**config.mk**
```make
export PLATFORM = sky130hd
export DESIGN_NAME = rc4_decrypt_core
export DESIGN_NICKNAME = d
export VERILOG_FILES = /design/src/rtl/rc4_pkg.sv /design/src/rtl/rc4_key_byte_sel.sv /design/src/rtl/rc4_decrypt_core.sv
export SDC_FILE = /design/constraint.sdc
export NUM_CORES = 1
export LEC_CHECK = 0
export ABC_AREA = 1
export BUFFER_PORTS_ARGS = -buffer_cell sky130_fd_sc_hd__clkbuf_2
export CORE_MARGIN = 10
export CORE_UTILIZATION = 60
export CTS_CLUSTER_SIZE = 30
export DETAILED_ROUTE_END_ITERATION = 16
export PLACE_DENSITY_LB_ADDON = 0.2
export SLEW_MARGIN = 20
export SYNTH_ARGS = -nofsm -noshare
export SYNTH_HDL_FRONTEND = slang
export SYNTH_SLANG_ARGS = --single-unit
```
**constraint.sdc**
```tcl
create_clock -name clk -period 7.16 [get_ports clk]
set_input_delay 0.358 -clock clk [delete_from_list [all_inputs] [get_ports clk]]
set_output_delay 0.358 -clock clk [all_outputs]
set_load 0.005 [all_outputs]
```
**src/rtl/rc4_pkg.sv**
```systemverilog
// Shared types and helpers for the RC4 decrypt engine: FSM state encoding
// and the plaintext character filter used by the early-abort key check.
package rc4_pkg;

  typedef enum logic [3:0] {
    IDLE,
    INIT,
    KSA_RD_I,
    KSA_CAP_I,
    KSA_WR_I,
    KSA_WR_J,
    PR_INC,
    PR_CAP_I,
    PR_WR_I,
    PR_WR_J,
    PR_RD_F,
    PR_CAP_F,
    DONE
  } state_e;

  localparam logic [7:0] CHAR_LO = 8'h61;
  localparam logic [7:0] CHAR_HI = 8'h7A;
  localparam logic [7:0] CHAR_SP = 8'h20;

  // Lower-case letters and space are the only characters a correct key yields.
  function automatic logic is_valid_char(input logic [7:0] c);
    return ((c >= CHAR_LO) && (c <= CHAR_HI)) || (c == CHAR_SP);
  endfunction

endpackage

```
**src/rtl/rc4_key_byte_sel.sv**
```systemverilog
// Selects key byte (idx mod KEY_BYTES) from the latched key; byte 0 sits in
// the most significant position of the key vector.
module rc4_key_byte_sel #(
  parameter int KEY_BYTES = 3
) (
  input  logic [8*KEY_BYTES-1:0] key_i,
  input  logic [7:0]             idx_i,
  output logic [7:0]             byte_o
);

  localparam logic [7:0] KB = 8'(KEY_BYTES);

  logic [7:0] sel;

  // NOTE: every output of a combinational block gets a default first, so no latch is inferred.
  always_comb begin
    sel    = idx_i % KB;
    byte_o = '0;
    for (int n = 0; n < KEY_BYTES; n++) begin
      if (sel == 8'(n)) byte_o = key_i[8*(KEY_BYTES-n)-1 -: 8];
    end
  end

endmodule

```
**src/rtl/rc4_decrypt_core.sv**
```systemverilog
// Single-FSM RC4 decryptor: S-array init, key scheduling and PRGA/XOR share
// one S-memory port; optional per-byte plaintext check ends a bad key early.
module rc4_decrypt_core
  import rc4_pkg::*;
#(
  parameter int KEY_BYTES = 3,
  parameter int MSG_LEN   = 32,
  parameter int CHECK_EN  = 1,
  localparam int AW       = (MSG_LEN > 1) ? $clog2(MSG_LEN) : 1
) (
  input  logic                   clk,
  input  logic                   reset,
  input  logic                   start,
  input  logic                   abort,
  input  logic [8*KEY_BYTES-1:0] key,
  output logic                   busy,
  output logic                   done,
  output logic                   key_ok,
  output logic [7:0]             fail_idx,
  output logic [7:0]             s_addr,
  output logic [7:0]             s_wrdata,
  output logic                   s_wren,
  input  logic [7:0]             s_rddata,
  output logic [AW-1:0]          em_addr,
  input  logic [7:0]             em_rddata,
  output logic [AW-1:0]          dm_addr,
  output logic [7:0]             dm_wrdata,
  output logic                   dm_wren
);

  localparam logic [7:0] LAST_K = 8'(MSG_LEN - 1);

  state_e                 state_q, state_d;
  logic [7:0]             i_q, i_d, j_q, j_d, k_q, k_d;
  logic [7:0]             si_q, si_d, sj_q, sj_d, em_q, em_d;
  logic [8*KEY_BYTES-1:0] key_q, key_d;
  logic                   key_ok_q, key_ok_d;
  logic [7:0]             fail_idx_q, fail_idx_d;
  logic [7:0]             key_byte;
  logic [7:0]             p;

  rc4_key_byte_sel #(.KEY_BYTES(KEY_BYTES)) u_key_sel (
    .key_i  (key_q),
    .idx_i  (i_q),
    .byte_o (key_byte)
  );

  assign key_ok   = key_ok_q;
  assign fail_idx = fail_idx_q;

  always_comb begin
    state_d    = state_q;
    i_d        = i_q;
    j_d        = j_q;
    k_d        = k_q;
    si_d       = si_q;
    sj_d       = sj_q;
    em_d       = em_q;
    key_d      = key_q;
    key_ok_d   = key_ok_q;
    fail_idx_d = fail_idx_q;
    s_addr     = '0;
    s_wrdata   = '0;
    s_wren     = 1'b0;
    em_addr    = '0;
    dm_addr    = '0;
    dm_wrdata  = '0;
    dm_wren    = 1'b0;
    busy       = 1'b1;
    done       = 1'b0;
    p          = s_rddata ^ em_q;

    unique case (state_q)
      IDLE: begin
        busy = 1'b0;
        if (start && !abort) begin
          key_d      = key;
          key_ok_d   = 1'b0;
          fail_idx_d = '0;
          i_d        = '0;
          state_d    = INIT;
        end
      end
      INIT: begin
        s_addr   = i_q;
        s_wrdata = i_q;
        s_wren   = 1'b1;
        i_d      = i_q + 8'd1;
        if (i_q == 8'hFF) begin
          j_d     = '0;
          state_d = KSA_RD_I;
        end
      end
      KSA_RD_I: begin
        s_addr  = i_q;
        state_d = KSA_CAP_I;
      end
      KSA_CAP_I: begin
        si_d    = s_rddata;
        j_d     = j_q + s_rddata + key_byte;
        s_addr  = j_d;
        state_d = KSA_WR_I;
      end
      KSA_WR_I: begin
        s_addr   = i_q;
        s_wrdata = s_rddata;
        s_wren   = 1'b1;
        state_d  = KSA_WR_J;
      end
      KSA_WR_J: begin
        s_addr   = j_q;
        s_wrdata = si_q;
        s_wren   = 1'b1;
        i_d      = i_q + 8'd1;
        state_d  = KSA_RD_I;
        if (i_q == 8'hFF) begin
          i_d     = '0;
          j_d     = '0;
          k_d     = '0;
          state_d = PR_INC;
        end
      end
      PR_INC: begin
        i_d     = i_q + 8'd1;
        s_addr  = i_d;
        em_addr = k_q[AW-1:0];
        state_d = PR_CAP_I;
      end
      PR_CAP_I: begin
        si_d    = s_rddata;
        j_d     = j_q + s_rddata;
        s_addr  = j_d;
        em_d    = em_rddata;
        state_d = PR_WR_I;
      end
      PR_WR_I: begin
        sj_d     = s_rddata;
        s_addr   = i_q;
        s_wrdata = s_rddata;
        s_wren   = 1'b1;
        state_d  = PR_WR_J;
      end
      PR_WR_J: begin
        s_addr   = j_q;
        s_wrdata = si_q;
        s_wren   = 1'b1;
        state_d  = PR_RD_F;
      end
      PR_RD_F: begin
        s_addr  = si_q + sj_q;
        state_d = PR_CAP_F;
      end
      PR_CAP_F: begin
        if ((CHECK_EN == 0) || is_valid_char(p)) begin
          dm_addr   = k_q[AW-1:0];
          dm_wrdata = p;
          dm_wren   = 1'b1;
          if (k_q == LAST_K) begin
            key_ok_d = 1'b1;
            state_d  = DONE;
          end else begin
            k_d     = k_q + 8'd1;
            state_d = PR_INC;
          end
        end else begin
          fail_idx_d = k_q;
          key_ok_d   = 1'b0;
          state_d    = DONE;
        end
      end
      DONE: begin
        busy    = 1'b0;
        done    = 1'b1;
        state_d = IDLE;
      end
      default: state_d = IDLE;
    endcase

    // Cancel suppresses this cycle's writes as well, so nothing lands after abort.
    if (abort && (state_q != IDLE)) begin
      state_d    = IDLE;
      s_wren     = 1'b0;
      dm_wren    = 1'b0;
      key_ok_d   = key_ok_q;
      fail_idx_d = fail_idx_q;
    end
  end

  // NOTE: state registers use non-blocking assignments so every flop samples the pre-edge values.
  always_ff @(posedge clk or posedge reset) begin
    if (reset) begin
      state_q    <= IDLE;
      i_q        <= '0;
      j_q        <= '0;
      k_q        <= '0;
      si_q       <= '0;
      sj_q       <= '0;
      em_q       <= '0;
      key_q      <= '0;
      key_ok_q   <= 1'b0;
      fail_idx_q <= '0;
    end else begin
      state_q    <= state_d;
      i_q        <= i_d;
      j_q        <= j_d;
      k_q        <= k_d;
      si_q       <= si_d;
      sj_q       <= sj_d;
      em_q       <= em_d;
      key_q      <= key_d;
      key_ok_q   <= key_ok_d;
      fail_idx_q <= fail_idx_d;
    end
  end

endmodule
```
==> reports/qor.csv <==
metric,value,unit
status,"complete, no violations",
syn-instance-count,743,
worstSetupEndpointType,output pin,
whs,0.165,ns
dp_hpwl,12500,um
htreeDepth,3,
cp.arrival,5.99,ns
syn_avg_cell_area,7.68,um2
critical-path-max-stage-delay,0.46,ns
grt_max_degree,86,
wl_per_cell,16.6,um
clock_path_buffers,2,
min_period,6.35,ns
drv_slew,0,
synthesis.nets,817,
critPathTopFamily,simple AND/OR/NAND/NOR gates,
max_cap_violations,0,
via_per_inst,5.63,
cpMostUsedCell,nand2_1,
postCtsSetupRepairBufs,0,
yosysTopAreaCell,dfrtp_1,
synth_top_area_share,37.3,%
area.growth.synth_to_final,13.2,%
yosysSeqAreaShare,37.3,%
synth_area,5710,um2
cpMaxStageDelayCell,dfrtp_1,
cts_tree,done,
rsz0062_at_grt,false,
setup_viol,0,
startpoint_type,register,
dpl.cell_count,946,
ys_top_cells_by_area,"dfrtp_1 (37%), nand2_1 (11%), inv_1 (6.5%), ha_1 (5.9%), nor2_1 (5.7%)",
cp_data_required_time,6.80,ns
fin_area,6460,um2
clock_skew,0.0143,ns
first_pass_iters,5,
synth_cell_types,43,
fin_nets,902,
routed.top_layer,met4,
final_cells,962,
die_w,118,um
io_pins,91,
critPathKind,register to output pin,
ys_warn_count,0,
async_reset_ff_share,100,%
hold_violations,0,
dr.first_iter.drc_count,448,
port_buffers,89,
core,9240,um2
rows,35,
slew_headroom,25.6,%
tightest_slew,1.11,ns
antenna_found_initial,0,
wl_met1,6800,um
num-fill-cells,798,
synth_seq_cells,85,
vias,5417,
globalRouteTotalUtil,23.1,%
timing.fmax,158,MHz
met3_length,1310,um
finalSetupTns,0,ns
dieArea,13800,um2
numCtsBuffers,9,
ant_nets,0,
clk-insertion-delay-late,0.37,ns
synth-edff-count,0,
clock-sinks,85,
crit_buf_inv,7,
drive_gt1_share,19.3,%
post-route-drc-count,0,
wl,16000,um
grt.overflow.total,0,
dr_wl_met2,7540,um
postCtsHoldBufs,0,
grt_pass1_vias,5555,
min_period_over_period,88.6,%
grt_pass1_wl,26700,um
cts-root-buf,clkbuf_8,
worstPathMaxFanout,7,
hold_path_class,primary input to async pin,
ys.flop_type,dfrtp_1,
dieHeight,118,um
gp_congestion,1.00,
start_util,61.7,%
path_clk_slew,0.10,ns
cts-resized-gates,0,
diodes,0,
place_area,6250,um2
## worst paths after layout
kind,startpoint,endpoint,slack [ns],cells past startpoint
setup / recovery,i_q[6],s_addr[7],0.81,41
hold / removal,reset,k_q[6],0.17,3
setup reg to reg,i_q[6],j_q[7],1.60,40
hold reg to reg,em_q[5],em_q[5],0.50,2
max in group asynchronous,reset,em_q[0],6.46,3
min in group clk,em_rddata[1],em_q[1],0.19,3
## logic make-up (layout without fill, tap and decap cells)
family	after synthesis	count (layout)	synth area share [%]
compound gates	131	131	14.2
xor+xnor	26	26	3.99
fa+ha+maj	30	30	6.97
buf+inv	127	217	8.62
flops	85	85	37.3
mux	24	24	4.74
other cells	1	1	0.0657
simple gates	319	319	24.1
## registers in the layout, indices dropped and copies added, names as in the netlist
name / flops
key_q: 24
em_q: 8
fail_idx: 8
i_q: 8
j_q: 8
k_q: 8
si_q: 8
sj_q: 8
state_q: 4
key_ok: 1
## worst reg2reg max path, delay by kind of cell (launching register included)
family	cells	cell delay [ns]
compound gates	7	1.10
xor+xnor	1	0.16
fa+ha+maj	3	0.76
buf+inv	6	0.65
flops	1	0.46
simple gates	23	2.36
## layout by cell type (no fill, tap or decap), types with 6 or more instances in the layout
cell / instances
nand3_1: 32
o21ai_1: 8
a21oi_1: 25
nand2_1: 160
mux2_2: 24
nand2_2: 10
xnor2_1: 12
ha_1: 27
o22ai_1: 9
inv_1: 98
clkbuf_2: 89
clkbuf_8: 9
xor2_1: 14
a31oi_1: 6
nor2_1: 86
dfrtp_1: 85
o221ai_1: 10
inv_2: 9
o21ai_0: 49
nand4_1: 15
nor3_1: 6
## final cells by class
class                      count  area, um2  share of cell area [%]
clock inverter                 7       80.1                    1.24
sequential                    85       2130                    32.9
tap                          129        161                    2.50
timing repair buffer          91        464                    7.19
inverter                     110        414                    6.41
clock buffer                   9        124                    1.92
multi-input combinational    531       3090                    47.8
## per-layer routing
layer | GRT usage [%] | up-vias
met3 | 5.47 | 24
met1 | 29.4 | 2566
met5 | 0 | -
met4 | 8.42 | 0
met2 | 37.2 | 217
li1 | - | 2610
## synthesized netlist by cell type, types with 2 or more instances
library cell / instances
a211oi_1: 2
a21oi_1: 25
a221oi_1: 5
a22oi_1: 2
a31oi_1: 6
buf_4: 2
clkbuf_1: 14
clkinv_1: 2
dfrtp_1: 85
fa_1: 3
ha_1: 27
inv_1: 99
inv_2: 9
mux2_2: 24
nand2_1: 161
nand2_2: 9
nand2_4: 2
nand3_1: 32
nand3_2: 3
nand3_4: 2
nand4_1: 15
nor2_1: 86
nor3_1: 6
o2111ai_1: 3
o211ai_1: 2
o21a_1: 3
o21ai_0: 49
o21ai_1: 8
o21ai_4: 2
o221ai_1: 10
o22ai_1: 9
xnor2_1: 12
xor2_1: 14
## stage by stage
step,setup slack [ns],utilization [%]
after floorplan,2.13,-
after global placement,1.69,67.6
after detailed placement,1.36,67.6
after CTS,0.898,69.8
after global routing,0.300,69.9
final,0.814,69.9
Power is left out: the tool's default activity adds up to more than one toggle a clock period on the data nets, which glitch-free logic cannot reach.
